===== src/rtl/narrow_seq_multiplier.sv =====
// rtl/narrow_seq_multiplier.sv - digit-serial WIDTH x WIDTH multiplier with valid/ready handshake and signed/unsigned mode
// Optional macro: NARROW_SEQ_MUL_EARLY_TERM_EN finishes as soon as the remaining multiplier bits are all zero.
module narrow_seq_multiplier #(
    parameter int WIDTH = 32,
    parameter int DIGIT = 4
) (
    input  logic                 clk,
    input  logic                 rst_n,
    input  logic                 in_valid,
    output logic                 in_ready,
    input  logic [WIDTH-1:0]     a,
    input  logic [WIDTH-1:0]     b,
    input  logic                 is_signed,
    output logic                 out_valid,
    input  logic                 out_ready,
    output logic [2*WIDTH-1:0]   product,
    output logic                 busy
);

    // Number of BUSY cycles for a full-length operation and the matching counter width.
    localparam int STEPS = WIDTH / DIGIT;
    localparam int CW    = $clog2(STEPS + 1);
    localparam int AW    = 2 * WIDTH + DIGIT;

    localparam logic [WIDTH-1:0]   ONE_W  = WIDTH'(1);
    localparam logic [2*WIDTH-1:0] ONE_2W = (2 * WIDTH)'(1);

    typedef enum logic [1:0] {
        S_IDLE = 2'd0,
        S_BUSY = 2'd1,
        S_DONE = 2'd2
    } state_t;

    state_t               r_state;
    state_t               w_next_state;

    logic [WIDTH-1:0]     r_mag_a;
    logic [WIDTH-1:0]     r_mag_b;
    logic                 r_sign_a;
    logic                 r_sign_b;
    logic                 r_is_signed;
    logic [AW-1:0]        r_acc;
    logic [CW-1:0]        r_cnt;
    logic [2*WIDTH-1:0]   r_product;

    logic [WIDTH-1:0]     w_abs_a;
    logic [WIDTH-1:0]     w_abs_b;
    logic [WIDTH+DIGIT-1:0] w_pp;
    logic [AW-1:0]        w_sum;
    logic [AW-1:0]        w_acc_step;
    logic [AW-1:0]        w_acc_final;
    logic [WIDTH-1:0]     w_b_shift;
    logic [CW-1:0]        w_cnt_next;
    logic                 w_last;
    logic                 w_neg;
    logic [2*WIDTH-1:0]   w_result;
    logic [DIGIT-1:0]     w_unused_acc_top;

    // Operand magnitudes at accept time; the most-negative value maps to 2^(WIDTH-1), which still fits unsigned.
    always_comb begin
        w_abs_a = a;
        w_abs_b = b;
        if (is_signed && a[WIDTH-1]) begin
            w_abs_a = (~a) + ONE_W;
        end
        if (is_signed && b[WIDTH-1]) begin
            w_abs_b = (~b) + ONE_W;
        end
    end

    // One digit step: partial product into the top of the accumulator, then shift everything right by DIGIT.
    always_comb begin
        w_pp       = {{DIGIT{1'b0}}, r_mag_a} * {{WIDTH{1'b0}}, r_mag_b[DIGIT-1:0]};
        w_sum      = r_acc + {w_pp, {WIDTH{1'b0}}};
        w_acc_step = w_sum >> DIGIT;
        w_b_shift  = r_mag_b >> DIGIT;
        w_cnt_next = r_cnt + CW'(1);
`ifdef NARROW_SEQ_MUL_EARLY_TERM_EN
        // Stopping early skips the remaining shifts, so apply them all at once to keep the product aligned.
        w_last      = (w_cnt_next == CW'(STEPS)) || (w_b_shift == '0);
        w_acc_final = w_acc_step >> ((STEPS - int'(w_cnt_next)) * DIGIT);
`else
        w_last      = (w_cnt_next == CW'(STEPS));
        w_acc_final = w_acc_step;
`endif
    end

    // Sign restoration of the unsigned magnitude product; the top DIGIT accumulator bits are always zero here.
    always_comb begin
        w_neg            = r_is_signed & (r_sign_a ^ r_sign_b);
        w_unused_acc_top = w_acc_final[AW-1:2*WIDTH];
        if (w_neg) begin
            w_result = (~w_acc_final[2*WIDTH-1:0]) + ONE_2W;
        end else begin
            w_result = w_acc_final[2*WIDTH-1:0];
        end
    end

    // FSM state register.
    always_ff @(posedge clk or negedge rst_n) begin
        if (!rst_n) begin
            r_state <= S_IDLE;
        end else begin
            r_state <= w_next_state;
        end
    end

    // FSM next state and handshake outputs.
    always_comb begin
        w_next_state = r_state;
        in_ready     = 1'b0;
        out_valid    = 1'b0;
        busy         = 1'b0;
        case (r_state)
            S_IDLE: begin
                in_ready = 1'b1;
                if (in_valid) begin
                    w_next_state = S_BUSY;
                end
            end
            S_BUSY: begin
                busy = 1'b1;
                if (w_last) begin
                    w_next_state = S_DONE;
                end
            end
            S_DONE: begin
                busy      = 1'b1;
                out_valid = 1'b1;
                if (out_ready) begin
                    w_next_state = S_IDLE;
                end
            end
            default: begin
                w_next_state = S_IDLE;
            end
        endcase
    end

    // Datapath: latch operands on accept, step the accumulator in BUSY, capture the product on the last step.
    always_ff @(posedge clk or negedge rst_n) begin
        if (!rst_n) begin
            r_mag_a     <= '0;
            r_mag_b     <= '0;
            r_sign_a    <= 1'b0;
            r_sign_b    <= 1'b0;
            r_is_signed <= 1'b0;
            r_acc       <= '0;
            r_cnt       <= '0;
            r_product   <= '0;
        end else begin
            case (r_state)
                S_IDLE: begin
                    if (in_valid) begin
                        r_mag_a     <= w_abs_a;
                        r_mag_b     <= w_abs_b;
                        r_sign_a    <= a[WIDTH-1];
                        r_sign_b    <= b[WIDTH-1];
                        r_is_signed <= is_signed;
                        r_acc       <= '0;
                        r_cnt       <= '0;
                    end
                end
                S_BUSY: begin
                    r_acc   <= w_acc_step;
                    r_mag_b <= w_b_shift;
                    r_cnt   <= w_cnt_next;
                    if (w_last) begin
                        r_product <= w_result;
                    end
                end
                default: begin
                end
            endcase
        end
    end

    assign product = r_product;

endmodule


===== config.mk =====
export PLATFORM = sky130hd
export DESIGN_NAME = narrow_seq_multiplier
export DESIGN_NICKNAME = d
export VERILOG_FILES = /design/src/rtl/narrow_seq_multiplier.sv
export SDC_FILE = /design/constraint.sdc
export NUM_CORES = 1
export LEC_CHECK = 0
export CAP_MARGIN = 20
export CORE_MARGIN = 4
export CORE_UTILIZATION = 54
export CTS_BUF_LIST = sky130_fd_sc_hd__clkbuf_8 sky130_fd_sc_hd__clkbuf_16
export DETAILED_ROUTE_END_ITERATION = 7
export PLACE_DENSITY = 0.78
export SLEW_MARGIN = 20
export SYNTH_ARGS = -nofsm -noshare
export SYNTH_HDL_FRONTEND = slang
export SYNTH_SLANG_ARGS = --single-unit

===== constraint.sdc =====
create_clock -name clk -period 6.28 [get_ports clk]
set_clock_uncertainty 0.1 [all_clocks]
set_input_delay 1.57 -clock clk [delete_from_list [all_inputs] [get_ports clk]]
set_output_delay 1.57 -clock clk [all_outputs]
set_load 0.02 [all_outputs]

# Word level (Yosys, flattened, before mapping)
# Cells that the tools add are included.
word_totals:
  register_bits: 205
  in_bits: 69
  output_inout_bits: 67
  wordCells: 51
op_classes:
  n_addsub: 5
  mul: 1
  n_eq_ne: 6
  n_mux: 16
  n_bitwise: 5
  reduce_logical: 9
ops:
  columns: ["operator", "count"]
  rows:
  - ["68-bit case mux with 2 select lines", 1]
  - ["32-bit 2-to-1 mux", 3]
  - ["68-bit adder", 1]
  - ["68-bit 2-to-1 mux", 1]
  - ["32-bit by 1-bit adder with 32-bit output (second input constant)", 2]
  - ["64-bit by 1-bit adder with 64-bit output (second input constant)", 1]
  - ["64-bit 2-to-1 mux", 1]
  - ["32-bit inverter", 2]
  - ["64-bit inverter", 1]
  - ["32-bit case mux with 2 select lines", 1]
  - ["32-bit by 4-bit multiplier with 36-bit output", 1]
  - ["4-bit case mux with 2 select lines", 1]
  - ["2-bit 2-to-1 mux", 3]
  - ["2-bit inequality test (second input constant)", 3]
  - ["2-bit case mux with 3 select lines", 1]
  - ["2-bit AND reduction", 3]
  - ["4-bit by 1-bit adder with 4-bit output (second input constant)", 1]
  - ["4-bit == test (second input constant)", 1]
  - ["4-bit 2-to-1 mux", 1]
  - ["1-bit 2-to-1 mux", 3]
  - ["3-bit AND reduction", 1]
  - ["2-bit by 1-bit == test with 1-bit output (second input constant)", 1]
  - ["2-bit == test (second input constant)", 1]
  - ["1-bit logical AND", 2]
  - ["other kinds (5)", 5]

# Logic depth before layout (Yosys ltp)
depth:
  word_depth: 5
  depth_mapped: 30
  ltp_nobuf: 28

# Least setup slack after synthesis
# OpenSTA, ideal clock, no wires.
synth_timing:
  kind: "reg2reg"
  start: "register r_mag_b[3]"
  end: "register r_product[59], in the netlist product[59]"
  setup_time_ns: 0.125
  t_arrival_ns: 6.404
  required_time_ns: 6.055
  slack_ns: -0.349
  stages_incl_launch_ff: 28
  path_buffers: 2
  period_less_slack_ns: 6.629
  cell_sequence: "dfrtp_1 clkbuf_1 nand2_1 fa_1 inv_1 fa_1 ha_1 a211oi_1 o21ai_0 o2111ai_1 and2_1 o21bai_1 a21o_1 a21oi_1 xnor2_1 ha_1 buf_6 a21o_1 a21o_1 a2111oi_4 a31oi_1 a31o_2 xor2_1 or3_2 nor3b_4 a21oi_1 xnor2_1 mux2_2"
synth_via:
  elab_chain_len: 5
synth_rtl:
  columns: ["item", "line", "source"]
  rows:
  - ["from (decl)", "38", "logic [WIDTH-1:0] r_mag_b;"]
  - ["from (signal assigned)", "156", "r_mag_b <= w_abs_b;"]
  - ["from (signal assigned)", "166", "r_mag_b <= w_b_shift;"]
  - ["32-bit by 4-bit multiplier with 36-bit output *", "73", "w_pp = {{DIGIT{1'b0}}, r_mag_a} * {{WIDTH{1'b0}}, r_mag_b[DIGIT-1:0]};"]
  - ["68-bit adder *", "74", "w_sum = r_acc + {w_pp, {WIDTH{1'b0}}};"]
  - ["64-bit inverter", "93", "w_result = (~w_acc_final[2*WIDTH-1:0]) + ONE_2W;"]
  - ["64-bit by 1-bit adder with 64-bit output", "93", null]
  - ["64-bit 2-to-1 mux *", "92", "if (w_neg) begin"]
  - ["to (signal assigned)", "169", "r_product <= w_result;"]
  - ["to (decl)", "44", "logic [2*WIDTH-1:0] r_product;"]
# Every way passes the cells marked *; elsewhere a longest branch is shown, timed or not.
# A chain may end at the register's enable or synchronous reset.

# Worst setup path in the final report
layout_timing:
  start: "register r_mag_b[1]"
  end: "register r_product[57], in the netlist product[57]"
# The elaborated chain is that of the path after synthesis.

==> summary.md <==
| Metric | Value |
|---|---|
| Final non-filler cell area | `20900 um2` |
| Largest net degree at the start of global routing | `121` |
| Remaining DRCs | `0` |
| CTS Root Cell | `clkbuf_16` |
| Share of post-route cells with drive strength above 1 | `19.3%` |
| Slew headroom | `23.0%` |
| Filler Cell Count | `2288` |
| Routed WL per cell | `16.4 um` |
| Met3 GRT Util | `2.00%` |
| Met1 Use GR | `37.6%` |
| Initial core utilization | `55.0%` |
| CTS clock-pin slew for the worst setup and hold paths | `80 ps` |
| Final #Nets | `2463` |
| Synth Cell Area | `16300 um2` |
| CP max FO | `6` |
| Post-synth ARST share | `100%` |
| FF-to-FF setup slack | `-210 ps` |
| Worst Setup Slack, final | `-210 ps` |
| Number of synthesized register bits | `197` |
| Setup violators final | `10` |
| Crit Path Category | `reg -> reg` |
| Die Span Y | `182 um` |
| Crit path capture type | `register` |
| Register area share after synthesis | `30.2%` |
| Overall routed net length | `43.4 mm` |
| GP Congestion | `0.929` |
| Reg2reg start | `r_mag_b[1]$_DFFE_PN0P_` |
| Worst Setup EP | `product[57]$_DFFE_PN0P_` |
| IO buf count | `135` |
| FMAX | `154 MHz` |
| Final setup TNS | `-1160 ps` |
| Worst hold-check slack | `381 ps` |
| DR pass1 iterations | `5` |
| Crit path launch | `r_mag_b[1]$_DFFE_PN0P_` |
| Synth cell types | `90` |
| Status | `finished with violations` |
| Clock Latency Late Sink | `440 ps` |
| Die width | `182 um` |
| Hold Fails Final Rpt | `0` |
| CTS buffer count | `17` |
| Post-synth EDFFs | `0` |
| Detail-routed via count per cell | `5.63` |
| CP required | `6460 ps` |
| ANT cells | `0` |
| Die ar. | `33100 um2` |
| Reg2reg end | `product[57]$_DFFE_PN0P_` |
| Core ar. | `29700 um2` |
| Setup crit start kind | `register` |
| Syn Area/Cell | `8.32 um2` |
| Clock buffer depth | `2` |
| Most used DFF post-synth | `dfrtp_1` |
| Gate Count Post-Synth | `1964` |
| GR met2 Demand/Resource | `41.7%` |
| DRT iter0 DRCs | `959` |
| Grt total ovfl | `0` |
| Unrepaired setup endpoints after global routing | `yes` |
| Area Overhead vs Synth | `27.7%` |
| R2R cell count | `24` |
| Syn nets | `2174` |
| Gr busiest metal | `met2` |
| Vias post-DR | `15000` |
| Worst Hold Depth | `2` |
| Failing checks | `negative setup slack` |
| Crit path DAT | `6670 ps` |
| First-pass GRT wire length | `71.9 mm` |
| Final period utilization | `103%` |
| Min-Delay Path Class | `reg -> reg` |
| Synth warn | `0` |
| TritonCTS clock tree | `done` |
| Worst Tran Pin Value | `1150 ps` |
| Vias in the first global route | `14600` |
| Post-DP Area | `19400 um2` |
| Final Max Tran Viols | `0` |
| I/O pins | `136` |
| # Max-Cap Violations | `0` |
| Min Tclk post-route | `6490 ps` |
| Initial antenna violation count | `0` |
| FP Rows | `63` |
| TritonCTS Sinks | `197` |
| Antenna viol nets, final | `0` |
| H-tree level count | `4` |
| # hold bufs at CTS | `0` |
| HPWL reported at the end of detailed placement | `32.4 mm` |
| Tot GR Track Use | `25.7%` |
## synth_stat cells (17+ instances only)
library cell | number | area, um2
a21o_1 | 24 | 180
a21oi_1 | 127 | 636
a22o_1 | 42 | 368
a31oi_1 | 21 | 131
and2_1 | 98 | 613
clkbuf_1 | 84 | 315
dfrtp_1 | 197 | 4930
fa_1 | 61 | 1220
ha_1 | 80 | 1000
inv_1 | 138 | 518
nand2_1 | 287 | 1080
nand2b_1 | 17 | 106
nand3_1 | 27 | 135
nand4_1 | 17 | 106
nor2_1 | 107 | 402
nor3_1 | 26 | 130
o21ai_0 | 213 | 1070
o31ai_1 | 19 | 143
xnor2_1 | 86 | 753
xor2_1 | 88 | 771
## worst min-delay path by stage
stage                            startpoint                 endpoint  slack [ps]
global placement     product[4]$_DFFE_PN0P_   product[4]$_DFFE_PN0P_         360
finish              product[19]$_DFFE_PN0P_  product[19]$_DFFE_PN0P_         380
global route        product[53]$_DFFE_PN0P_  product[53]$_DFFE_PN0P_         400
detailed placement  product[19]$_DFFE_PN0P_  product[19]$_DFFE_PN0P_         370
CTS                 product[53]$_DFFE_PN0P_  product[53]$_DFFE_PN0P_         390
floorplan            r_mag_b[4]$_DFFE_PN0P_   r_mag_b[4]$_DFFE_PN0P_         350
## repair_timing
item,CTS,global route
setup endpoints to repair,18,25
gates resized for setup,58,100
gates cloned,0,3
buffers inserted,10,18
pin swaps,43,82
## logic make-up (layout without fill, tap and decap cells)
| group | count (synthesis) | count (layout) | share of synthesized area (%) |
|---|---|---|---|
| and+or+nand+nor | 667 | 667 | 20.0 |
| AOI/OAI and AO/OA | 543 | 543 | 20.7 |
| buffers and inverters | 233 | 535 | 5.63 |
| DFF | 197 | 197 | 30.2 |
| xor gates and xnor gates | 174 | 174 | 9.32 |
| adders and majority gates | 141 | 141 | 13.6 |
| muxes | 9 | 9 | 0.582 |
## registers in the layout, summed over array words and instances (netlist names)
signal	flops
product	64
r_mag_b	32
r_is_signed	1
r_mag_a	32
r_cnt	4
r_state	2
r_sign_b	1
r_sign_a	1
r_acc	60
## layout by cell type, fill, tap and decap left out, types with 8 or more instances in the layout
master             n
nor3_1            20
a21oi_1          101
ha_1              64
and2_4            12
a22o_1            42
xor2_1            83
inv_1            125
buf_4            219
a21o_1            24
nor4_1            12
nand4_1           17
ha_4              13
xnor2_1           82
fa_1              60
and3_1            10
buf_6              9
nand2b_1          17
o31ai_1           17
nand3_1           26
dfrtp_1          194
o21ai_1           20
o41ai_1            8
clkdlybuf4s50_1  134
clkbuf_16         17
inv_2             13
o21ai_0          192
and2_1            87
nand2_1          282
or3_1              9
o211ai_1          11
a21oi_2           24
nor2_1           104
a31oi_1           16
## through the flow
step / worst slack, ps / utilization (%) / instances
3_3_place_gp: -234 / 65.3 / 2594
5_1_grt: -548 / 70.2 / 2656
3_5_place_dp: -376 / 65.3 / 2594
4_1_cts: -202 / 68.4 / 2636
2_1_floorplan: 12.1 / - / 1964
6_report: -210 / 70.2 / 2656
## layout make-up
class | instances | area, um2 | share of cell area (%)
flip-flops and latches | 197 | 4930 | 23.6
inverters | 138 | 518 | 2.48
multi-input cells | 1534 | 11200 | 53.8
repair buffers | 365 | 3110 | 14.9
well taps | 390 | 488 | 2.34
clock buffers | 19 | 453 | 2.17
clock inverters | 13 | 134 | 0.641
## worst max-delay path, cell delays in order (launching register included)
cell	delay, ps
dfrtp_2	450
and2_4	160
fa_1	550
inv_2	40
fa_1	500
inv_2	50
ha_4	240
nor2b_4	120
o31a_1	260
o311a_1	350
or2_4	250
a22o_1	220
xor2_2	190
ha_1	310
buf_6	130
a21o_1	170
a2111oi_4	450
a31oi_4	180
a31o_4	270
xor2_2	150
or3_4	370
nor3b_4	310
a31oi_1	180
xnor2_1	230
o21ai_0	100
## metal layers
metal  share of wire (%)  routed length (um)
met1                  47               20400
met2                  47               20400
met3                 4.3                1860
met4                 1.7                 745
met5                   0                   0
Power is not shown: default switching activity piles up to over one toggle a cycle in this logic, so the estimate is an artifact.
==> variant 1 (config.mk and constraints unchanged) <==
The parameter `DIGIT` goes from 4 to 8.
--- a/src/rtl/narrow_seq_multiplier.sv
+++ b/src/rtl/narrow_seq_multiplier.sv
@@ -3,5 +3,5 @@
 module narrow_seq_multiplier #(
     parameter int WIDTH = 32,
-    parameter int DIGIT = 4
+    parameter int DIGIT = 8
 ) (
     input  logic                 clk,
Formal check against the unedited RTL: not equivalent (a bounded check fails within 10 cycles, from zero or initial values and one cycle with rst_n low).
==> variant 1 against the unedited design <==
The flow still finishes with violations (negative setup slack). First-iteration DRC count grew 41%. Critical endpoint is now product[63]. Cell count grew 27%. Area after synthesis grew 24%. Critical path type unchanged. Worst setup slack lost 1200 ps. Sequential cell count shrank 5. Cell area grew 33%. Routed wire length grew 35%. Highest routed layer unchanged.
Power is left out: the tool's default activity adds up to more than one toggle a clock period on the data nets, which glitch-free logic cannot reach.
==> variant 1: results (changes against the unedited design) <==
- Status: finished with violations
- Failing checks: negative setup slack
- Post-Synth Adder-Cell Area: 0.2428 (+0.1068)
- Synthesized Nets: 2,726 (+25%)
- Worst-case reg-to-reg path depth: 33 (+38%)
- Via count: 18,960 (+27%)
- Post-synth ARST share: 1.000 (unchanged)
- Worst EP arrival: 7900 ps (+1230 ps)
- Critical path class: reg2reg
- Reg clk slew, reported paths: 80 ps (about the same)
- Worst-path fanout max: 8 (+2)
- Most frequent cells after synthesis: nand2_1 (313), inv_1 (226), and2_1 (202)
- WHS Endpoint: product[44]
- Final worst slack: -1398 ps (-1188 ps)
- Initial DRT Pass Iterations: 5 (unchanged)
- Synth Area in XOR/XNOR: 0.07493 (-0.01830)
- Dpl cell area: 24,870 µm² (+28%)
- Main flop type after synthesis: dfrtp_1
- Number of diodes: 0 (unchanged)
- GRT Total Usage: 0.2799 (+0.02309)
- Clock latency on the worst-skew pair: 480 ps (+40 ps)
- Hold path start: product[44]
- IO Port Bufs: 135 (unchanged)
- Ratio of cells with drive above 1 in the final layout: 0.2750 (+0.08216)
- Post-synth cell types: 91 (+1.1%)
- Worst slew pin tran: 1059 ps (-95.65 ps)
- CP peak stage delay: 570 ps (+20 ps)
- Seq/Total Area, Yosys: 0.2362 (-0.06536)
- Crit-path slowest cell: fa_1
- CTS H-tree lvls: 4 (unchanged)
- Placed insts: 3,247 (+25%)
- DP Worst Slack: -1503 ps (-1127 ps)
- GP Congestion: 0.9310 (+0.17%)
- Post-DP HPWL: 42,880 µm (+32%)
- First-pass GRT wire length: 95,520 µm (+33%)
- FF-to-FF End: product[63]
- Mux cell area share after synthesis: 0.007505 (+0.001688)
- Syn Area/Cell: 8.578 µm² (+3.1%)
- Area contributors post-synth: dfrtp_1 (24%), fa_1 (18%), ha_1 (6.5%), and2_1 (6.2%), nand2_1 (5.8%)
- Synth Area in Compound Gates: 0.1740 (-0.03270)
- Post-DR vias/cell: 5.621 (-0.20%)
- Max FFs per register: 64 (unchanged)
- Initial antenna violation count: 0 (unchanged)
- Drt wl/cell: 17.41 µm (+6.5%)
- Fillcell total: 2,507 (+9.6%)
- Final setup fails: 43 (+33)
- DRT iter0 DRCs: 1,350 (+41%)
- CP startpoint: r_mag_b[7]
- Vias in the first global route: 19,500 (+34%)
- Pin count of the biggest net entering global routing: 138 (+14%)
## variant 1: cell types whose count changed after synthesis, sizes merged, moves of 13 or more
cell and delta:
fa +120, xnor2 +13, ha +25, xor2 -13, nand2 +27, and2 +102
clkbuf +13, inv +88
## variant 1: logic make-up after synthesis
family,after synthesis
AND/OR/NAND/NOR,799
AO/OA/AOI/OAI,565
buffers and inverters,341
adder cells (fa/ha/maj),286
flip-flops,192
XOR/XNOR,174
multiplexers,14
## variant 1: per-stage QoR
stage	setup TNS [ps]	hold WS [ps]
after floorplan	-20200	349.6
after global placement	-33260	360.6
after detailed placement	-39790	369.2
after CTS	-30220	384.9
after global routing	-48730	402.0
final	-37090	377.5
## variant 1: timing repair
item                       4_1_cts  5_1_grt
pin swaps                      171       82
setup buffers                   77       20
hold buffers                     0        0
setup endpoints to repair       49       56
gates resized for setup        205      161
## variant 1: cell type report
type | count | area [µm²] | area share
tap | 504 | 630.6 | 0.02272
clock inverter | 13 | 147.6 | 0.005319
multi-input combinational | 1838 | 15890 | 0.5725
inverter | 226 | 848.3 | 0.03056
sequential | 192 | 4820 | 0.1736
clock buffer | 17 | 425.4 | 0.01533
timing repair buffer | 583 | 4995 | 0.1799
## variant 1: worst max-delay path, delay by kind of cell (launching register included)
| kind | cells | cell delay (ps) |
|---|---|---|
| adder cells (fa/ha/maj) | 6 | 2780 |
| AND/OR/NAND/NOR | 10 | 1670 |
| AO/OA/AOI/OAI | 6 | 1110 |
| buffers and inverters | 9 | 1100 |
| flip-flops | 1 | 460 |
| XOR/XNOR | 2 | 290 |
## variant 1: layer usage
layer,share of wire,track usage,vias up
met1,0.44,0.3855,9312
met5,0,0,-
met4,0.023,0.08154,0
li1,-,-,8926
met3,0.052,0.03963,109
met2,0.48,0.4647,612
==> variant 2 (config.mk and constraints unchanged) <==
Made on the original files. Reset style: synchronous (`rst_n`), changed in 2 clocked blocks.
--- a/src/rtl/narrow_seq_multiplier.sv
+++ b/src/rtl/narrow_seq_multiplier.sv
@@ -98,5 +98,5 @@
 
     // FSM state register.
-    always_ff @(posedge clk or negedge rst_n) begin
+    always_ff @(posedge clk) begin
         if (!rst_n) begin
             r_state <= S_IDLE;
@@ -139,5 +139,5 @@
 
     // Datapath: latch operands on accept, step the accumulator in BUSY, capture the product on the last step.
-    always_ff @(posedge clk or negedge rst_n) begin
+    always_ff @(posedge clk) begin
         if (!rst_n) begin
             r_mag_a     <= '0;
Function: differs if rst_n is asserted again (counterexample within 4 cycles, from zero or initial values and one cycle with rst_n low); with rst_n held inactive, the same outputs for 4 cycles.
==> variant 2 against the unedited design <==
The flow still finishes with violations (negative setup slack). Worst setup slack improved by 4.4 ps. Cell area decreased by 0.88%. Critical path depth increased by 6. Area after synthesis decreased by 2.0%. First-iteration DRC count increased by 39%. Sequential cell count unchanged. Routed wire length increased by 6.6%. Count of clock-buffer cells in the layout decreased by 2. Cell count increased by 4.8%. Sequential share of layout area decreased by 4.5 points. Highest routed layer unchanged.
Power is left out: it rests on default switching activity, and per cell area and clock period it moved more than threefold.
==> variant 2: results (changes against the unedited design) <==
- Status: finished with violations
- Failing checks: negative setup slack
- Initial antenna violation count: 0 (unchanged)
- Post-synth ARST share: 0 (-1.000)
- Reg clk slew, reported paths: 90 ps
- Num CTS Buffers: 17 (unchanged)
- Number of diodes: 0 (unchanged)
- Bufs on Longest Clock Path: 2 (unchanged)
- Ratio of cells with drive above 1 in the final layout: 0.1797 (-0.01319)
- DRT iter0 DRCs: 1,334 (+39%)
- Post-DR vias/cell: 5.819 (+3.3%)
- Vias in the first global route: 15,440 (+6.1%)
- Post-DP HPWL: 33,210 µm (+2.5%)
- CTS H-tree lvls: 4 (unchanged)
- WHS Endpoint: r_mag_b[7]
- Initial DRT Pass Iterations: 6 (+1)
- Crit-path slowest cell: fa_1
- Hold path start: r_mag_b[7]
- Post-layout net count: 2,596 (+5.4%)
- Max FFs per register: 64 (unchanged)
- Worst hold stages: 2 (unchanged)
- Post-synth cell types: 81 (-10%)
- Worst-case reg-to-reg path depth: 30 (+25%)
- GRT Total Usage: 0.2712 (+0.01439)
- Fillcell total: 2,239 (-2.1%)
- Delay-heaviest family, CP: compound AO/OA/AOI/OAI gates
- First-pass GRT wire length: 75,090 µm (+4.4%)
- Most frequent cells after synthesis: nand2_1 (241), nor2_1 (231), dfxtp_1 (197)
- Seq/Total Area, Yosys: 0.2462 (-0.05540)
- Final setup fails: 9 (-1)
- CP peak stage delay: 540 ps
- Worst slew pin tran: 922.0 ps (-232.7 ps)
- Root buf cell: clkbuf_16
- FF-to-FF End: product[62]
- Main flop type after synthesis: dfxtp_1
- Critical R2R Launch: r_mag_b[3]
- Synth warn: 0 (unchanged)
- Clock latency on the worst-skew pair: 450 ps
- GP Congestion: 0.9401 (+1.2%)
- Worst EP arrival: 6730 ps (+60 ps)
- Final worst slack: -205.4 ps (+4.391 ps)
- Worst-path fanout max: 6 (unchanged)
- IO Port Bufs: 135 (unchanged)
- Area contributors post-synth: dfxtp_1 (25%), fa_1 (7.6%), ha_1 (6.2%), nand2_1 (5.6%), nor2_1 (5.4%)
- Hold Crit Class: reg2reg
- Drt wl/cell: 16.64 µm (+1.7%)
- Pin count of the biggest net entering global routing: 99 (-18%)
- Setup TNS: -864.6 ps (+294.8 ps)
- Synthesized Nets: 2,326 (+7.0%)
variant 2: changes by cell type after synthesis, sizes merged, moves of 43 or more:
cell / unedited run / this run
a211oi: 7 / 86
a22o: 44 / 1
a22oi: 5 / 58
dfrtp: 197 / 0
dfxtp: 0 / 197
nand2: 287 / 243
nor2: 108 / 231
o21ai: 218 / 117
variant 2: layout make-up:
type	count	area share
Clock inverter	15	0.01125
Clock buffer	17	0.02056
Tap cell	384	0.02322
Inverter	146	0.02673
Sequential cell	197	0.1912
Multi-Input combinational cell	1654	0.5741
Timing Repair Buffer	370	0.1529
variant 2: per-stage QoR:
step | setup WS (ps) | util | instances | instance area, µm² | hold slack, ps
global placement | -212.9 | 0.6562 | 2717 | 19040 | 337.7
detailed placement | -410.7 | 0.6565 | 2717 | 19050 | 346.2
CTS | -45.93 | 0.6977 | 2776 | 20240 | 361.6
finish | -205.4 | 0.7131 | 2783 | 20690 | 360.3
global route | -526.7 | 0.7131 | 2783 | 20690 | 382.6
floorplan | 26.16 | - | 2116 | 16150 | 331.5
variant 2: kinds of logic (layout without fill, tap and decap cells):
group / Yosys count / count (layout) / synth area share
flip-flops: 197 / 197 / 0.2462
buffers and inverters: 265 / 548 / 0.06334
adder cells (fa/ha/maj): 141 / 141 / 0.1387
multiplexers: 3 / 3 / 0.001875
XOR/XNOR: 156 / 156 / 0.08529
AO/OA/AOI/OAI: 580 / 580 / 0.2336
AND/OR/NAND/NOR: 774 / 774 / 0.2310
variant 2: timing repair:
action / in CTS / in global routing
endpoints found under the setup margin: 23 / 25
pin swaps: 89 / 54
endpoints found under the hold margin: 0 / 0
gates resized for setup: 87 / 82
setup buffers: 27 / 7
variant 2: worst max-delay path by stage:
stage | startpoint | end | slack (ps) | cells after the start
2_1_floorplan | r_mag_b[3] | product[63] | 30 | 29
3_3_place_gp | r_mag_b[3] | product[63] | -210 | 29
3_5_place_dp | r_mag_b[3] | product[63] | -410 | 29
4_1_cts | r_mag_b[3] | product[63] | -50 | 30
5_1_grt | r_mag_b[1] | product[62] | -530 | 32
6_report | r_mag_b[3] | product[62] | -210 | 30
variant 2: tightest hold or removal path: stages, from the launching register on:
cell and delay (ps):
dfxtp_1 320, nand2_1 50, a21oi_1 50
variant 2: metal layers:
metal / global-route usage / routed length, µm / up-vias
met4: 0.09316 / 1286 / 0
met5: 0 / 0 / -
met2: 0.4631 / 22050 / 566
met1: 0.3572 / 20600 / 7609
met3: 0.03230 / 2362 / 93
li1: - / - / 7926
